<file path="src/rtl/regbank_rr_arbiter.sv">
// Register bank shared by N_REQ requesters through a round-robin arbiter; one access per cycle.
// Optional REGBANK_ARB_LOCK_EN adds lock_i so a granted requester can keep the bank back-to-back.
module regbank_rr_arbiter #(
    parameter int N_REQ = 4,
    parameter int AW    = 3,
    parameter int WIDTH = 8
) (
    input  logic                   clk,
    input  logic                   rst,
    input  logic [N_REQ-1:0]       req_i,
    input  logic [N_REQ-1:0]       we_i,
    input  logic [N_REQ*AW-1:0]    addr_i,
    input  logic [N_REQ*WIDTH-1:0] wdata_i,
`ifdef REGBANK_ARB_LOCK_EN
    input  logic [N_REQ-1:0]       lock_i,
`endif
    output logic [N_REQ-1:0]       grant_o,
    output logic [WIDTH-1:0]       rdata_o,
    output logic                   rvalid_o,
    output logic                   busy_o
);

    localparam int PW    = (N_REQ > 1) ? $clog2(N_REQ) : 1;
    localparam int DEPTH = 2 ** AW;

    logic [WIDTH-1:0] bank_q [DEPTH];
    logic [N_REQ-1:0] grant_q, grant_d;
    logic [PW-1:0]    last_q, last_d;
    logic [WIDTH-1:0] rdata_q, rdata_d;
    logic             rvalid_q, rvalid_d;

    logic [N_REQ-1:0] elig_s;
    logic [PW-1:0]    idx_s;
    logic [PW-1:0]    win_s;
    logic             found_s;
    logic             lock_hold_s;
    logic             sel_we_s;
    logic [AW-1:0]    sel_addr_s;
    logic [WIDTH-1:0] sel_wdata_s;
    logic             bank_we_s;

    // Winner search: first eligible requester after last, wrapping; a held lock overrides it.
    always_comb begin
        elig_s  = req_i & ~grant_q;
        found_s = 1'b0;
        win_s   = last_q;
        idx_s   = {PW{1'b0}};
        for (int i = 1; i <= N_REQ; i++) begin
            idx_s = PW'((int'(last_q) + i) % N_REQ);
            if (!found_s && elig_s[idx_s]) begin
                found_s = 1'b1;
                win_s   = idx_s;
            end else begin
                found_s = found_s;
            end
        end
`ifdef REGBANK_ARB_LOCK_EN
        // grant_q is always one-hot of last_q, so the locked requester is last_q itself.
        lock_hold_s = |(grant_q & req_i & lock_i);
`else
        lock_hold_s = 1'b0;
`endif
        if (lock_hold_s) begin
            found_s = 1'b1;
            win_s   = last_q;
        end else begin
            win_s = win_s;
        end
    end

    // Route the winner's access fields.
    always_comb begin
        sel_we_s    = we_i[win_s];
        sel_addr_s  = addr_i[int'(win_s)*AW +: AW];
        sel_wdata_s = wdata_i[int'(win_s)*WIDTH +: WIDTH];
    end

    // Next-state for grant, pointer and read port.
    always_comb begin
        if (found_s) begin
            grant_d   = {{(N_REQ-1){1'b0}}, 1'b1} << win_s;
            last_d    = win_s;
            rvalid_d  = ~sel_we_s;
            rdata_d   = sel_we_s ? rdata_q : bank_q[sel_addr_s];
            bank_we_s = sel_we_s;
        end else begin
            grant_d   = {N_REQ{1'b0}};
            last_d    = last_q;
            rvalid_d  = 1'b0;
            rdata_d   = rdata_q;
            bank_we_s = 1'b0;
        end
    end

    // Arbiter and read-port registers.
    always_ff @(posedge clk or negedge rst) begin
        if (!rst) begin
            grant_q  <= {N_REQ{1'b0}};
            last_q   <= PW'(N_REQ - 1);
            rdata_q  <= {WIDTH{1'b0}};
            rvalid_q <= 1'b0;
        end else begin
            grant_q  <= grant_d;
            last_q   <= last_d;
            rdata_q  <= rdata_d;
            rvalid_q <= rvalid_d;
        end
    end

    // Register bank storage.
    always_ff @(posedge clk or negedge rst) begin
        if (!rst) begin
            for (int i = 0; i < DEPTH; i++) begin
                bank_q[i] <= {WIDTH{1'b0}};
            end
        end else if (bank_we_s) begin
            bank_q[sel_addr_s] <= sel_wdata_s;
        end
    end

    assign grant_o  = grant_q;
    assign rdata_o  = rdata_q;
    assign rvalid_o = rvalid_q;
    assign busy_o   = |req_i;

endmodule

</file>
<file path="config.mk">
export PLATFORM = sky130hd
export DESIGN_NAME = regbank_rr_arbiter
export DESIGN_NICKNAME = d
export VERILOG_FILES = /design/src/rtl/regbank_rr_arbiter.sv
export SDC_FILE = /design/constraint.sdc
export NUM_CORES = 1
export LEC_CHECK = 0
export ABC_CLOCK_PERIOD_IN_PS = 3500
export BUFFER_PORTS_ARGS = -buffer_cell sky130_fd_sc_hd__buf_2
export CAP_MARGIN = 20
export CORE_AREA = 2 2 89 91
export DETAILED_ROUTE_END_ITERATION = 6
export DIE_AREA = 0 0 91 93
export PLACE_DENSITY = 0.85
export SYNTH_ARGS = -nofsm -noshare
export SYNTH_HDL_FRONTEND = slang
export SYNTH_SLANG_ARGS = --single-unit
</file>
<file path="constraint.sdc">
create_clock -name clk -period 3.5 [get_ports clk]
set_clock_uncertainty 0.1 [all_clocks]
set_input_delay 0.7 -clock clk [delete_from_list [all_inputs] [get_ports clk]]
set_output_delay 0.7 -clock clk [all_outputs]
set_load 0.01 [all_outputs]
</file>
==> impl_metrics.toml <==
[status]
status = "finished, final reports clean"

[clock_tree]
clock_path_buffers = 2
cts_hold_buf = 0
tritoncts = "yes"
cts.repair.resized = 0
clk_latency_ns = 0.35
clockRootBuffer = "clkbuf_8"
htreeDepth = 3
clk_pin_slew_ns = 0.08
cts.sinks = 79
cts_setup_buffers = 0
cts_buffers = 9

[timing]
setup_violations = 0
slew_headroom_pct = 36.49
fin_crit_sh_pct = 89.88
grt_setup_unrepaired = "false"
fin_crit_ns = 3.146
slew_violations = 0
hold_violations = 0
worst_slack_ns = 0.3541
whs_ns = 0.3778
tns_ns = 0
worst_slew_pin_slew_ns = 0.9526
fmax_mhz = 317.9

[yosys]
synth_common_cells = "dfrtp_1 (77), mux2_2 (71), nand2_1 (38)"
synth_area_leader_cell = "dfrtp_1"
synth.cell_area_um2 = 4135
synth_top_area_share_pct = 46.60
yosysWarnings = 0
syn_inst = 356
async_reset_ff_share_pct = 100.0
yosysSeqAreaShare_pct = 47.87
synth_seq_cells = 79
synth.most_common_cell = "dfrtp_1"
synth_edf_count = 0
syn_avg_cell_area_um2 = 11.62
synthFlopType = "dfrtp_1"
yosys-top-cells-area = "dfrtp_1 (47%), mux2_2 (19%), mux2i_1 (3.6%), nand2_1 (3.4%), nand3_1 (3.1%)"
synthDistinctLibCells = 44
synthesis.nets = 410

[critical_path]
cpPeakStageDelay_ns = 0.37
crit_start = "req_i[2]"
worstReg2RegStart = "last_q[1]"
path_cells = "buf_2, or3b_1, a32oi_2, o21a_4, inv_4, a22oi_1, mux2i_2, or2_1, nor4_4, buf_4, mux2_2"
path_max_fanout = 8
startpoint_type = "primary input"
cp.arrival_ns = 3.28
reg2regPathDepth = 9
crit_required_ns = 3.64
crit_type = "primary input to flop"
slowest_stage = "or2_1"
crit_end = "bank_q[24]"
r2r_end = "bank_q[24]"
r2r_setup_slack_ns = 0.37
cp-end-kind = "flop"

[drt]
vias_per_cell = 5.892
num_vias = 3276
wl_per_cell_um = 18.37
drt_iter0_markers = 299
dr.pass1.iters = 5
wl_mm = 10.22
drc = 0
antenna_left = 0

[floorplanning]
coreArea_um2 = 7527
row_count = 32
dieArea_um2 = 8463
die_h_um = 93
die_x_um = 91
start_util_pct = 54.94
io_pins = 68

[global_routing]
antenna_found_initial = 0
grt_pass1_vias = 3458
gr-total-overflow = 0
gr-usage-all-layers_pct = 25.59
grt_max_degree = 80
grt_pass1_wl_mm = 17.01

[place]
portBuffers = 67
post-dp-hpwl_mm = 7.419
place_ws_ns = 0.03766
gp_congestion = 0.9110
dpl_cell_area_um2 = 4795

[pwr]
pwr-share-clk_pct = 12.4
seq_power_share_pct = 27.7
cellLeakagePower_nw = 2.296
switchingPower_mw = 2.490
p_sw_share_pct = 41.44
fin_total_pwr_mw = 6.009
intPower_mw = 3.519
p_comb_share_pct = 59.9
ir_drop_mv = 0.4410
power_density_nw_per_um2 = 1198

[layout]
drive_above_1_share_pct = 45.37
num_antenna_cells = 0
syn_to_final_growth_pct = 21.27
design_area_um2 = 5015
final_nets = 504

[flow_run]
max_cap_viol_count = 0

[min_path]
min_path_type = "primary input to async pin"
-- routing by layer --
metal,vias to the layer above,global-route usage (%),share of wire [%]
met5,-,0,0
met2,126,44.75,51
met3,29,5.641,5.6
met4,0,9.596,3.0
met1,1616,31.23,40
li1,1505,-,-
-- cell usage in the layout (no fill, tap or decap), drive strengths merged, types with 2 or more instances in the layout --
master,instances
a221o,4
a22oi,2
a31oi,8
a32oi,7
and3,10
buf,99
bufinv,2
clkbuf,10
clkinv,3
dfrtp,77
dfstp,2
inv,6
mux2,71
mux2i,17
mux4,4
nand2,38
nand2b,6
nand3,26
nor2,10
nor2b,6
nor3,2
nor4,2
o2111ai,2
o211a,2
o211ai,2
o21ai,21
o22ai,2
o31ai,2
-- critical path: cells and delay by family --
| kind | cells | cell delay, ns |
|---|---|---|
| compound gates | 3 | 0.68 |
| buf+inv | 3 | 0.37 |
| mux | 2 | 0.45 |
| simple gates | 3 | 1.08 |
-- stage by stage --
stage | util, % | cells
2_1_floorplan | - | 356
3_3_place_gp | 63.70 | 541
3_5_place_dp | 63.70 | 541
4_1_cts | 66.62 | 556
5_1_grt | 66.62 | 556
6_report | 66.62 | 556
-- registers in the layout, summed over array words and instances (netlist names) --
name,cells
bank_q,64
rdata_o,8
grant_o,4
last_q,2
rvalid_o,1
-- layout make-up --
| cell class | instances | area, um^2 |
|---|---|---|
| tap | 102 | 127.6 |
| inverter | 6 | 25.02 |
| timing repair buffer | 99 | 603.1 |
| multi-input combinational | 255 | 2059 |
| clock inverter | 5 | 82.58 |
| clock buffer | 10 | 137.6 |
| fill | 550 | 2512 |
| sequential | 79 | 1979 |
-- how the worst min path moves through the flow --
stage	slack, ns	cells after the start	endpoint
after floorplan	0.30	0	bank_q[0]
after global placement	0.38	1	bank_q[44]
final	0.38	1	bank_q[2]
after CTS	0.40	2	rdata_o[2]
after global routing	0.42	1	bank_q[45]
after detailed placement	0.38	2	rdata_o[2]
-- cells by family after synthesis --
family                 Yosys count  synth area share [%]
and+or+nand+nor                105                 13.80
muxes                           92                 25.81
DFF                             79                 47.87
AOI/OAI and AO/OA               58                 10.20
buffers and inverters           22                 2.330
-- power by group through the flow --
| stage | clock network [mW] | logic, mW | registers, mW |
|---|---|---|---|
| 3_5_place_dp | 0 | 3.53 | 1.68 |
| 4_1_cts | 0.756 | 3.57 | 1.66 |
| 6_report | 0.746 | 3.60 | 1.67 |
| 2_1_floorplan | 0 | 2.41 | 1.61 |
| 5_1_grt | 0.793 | 3.88 | 1.72 |
| 3_3_place_gp | 0 | 3.37 | 1.63 |
(Power assumes the default switching activity.)
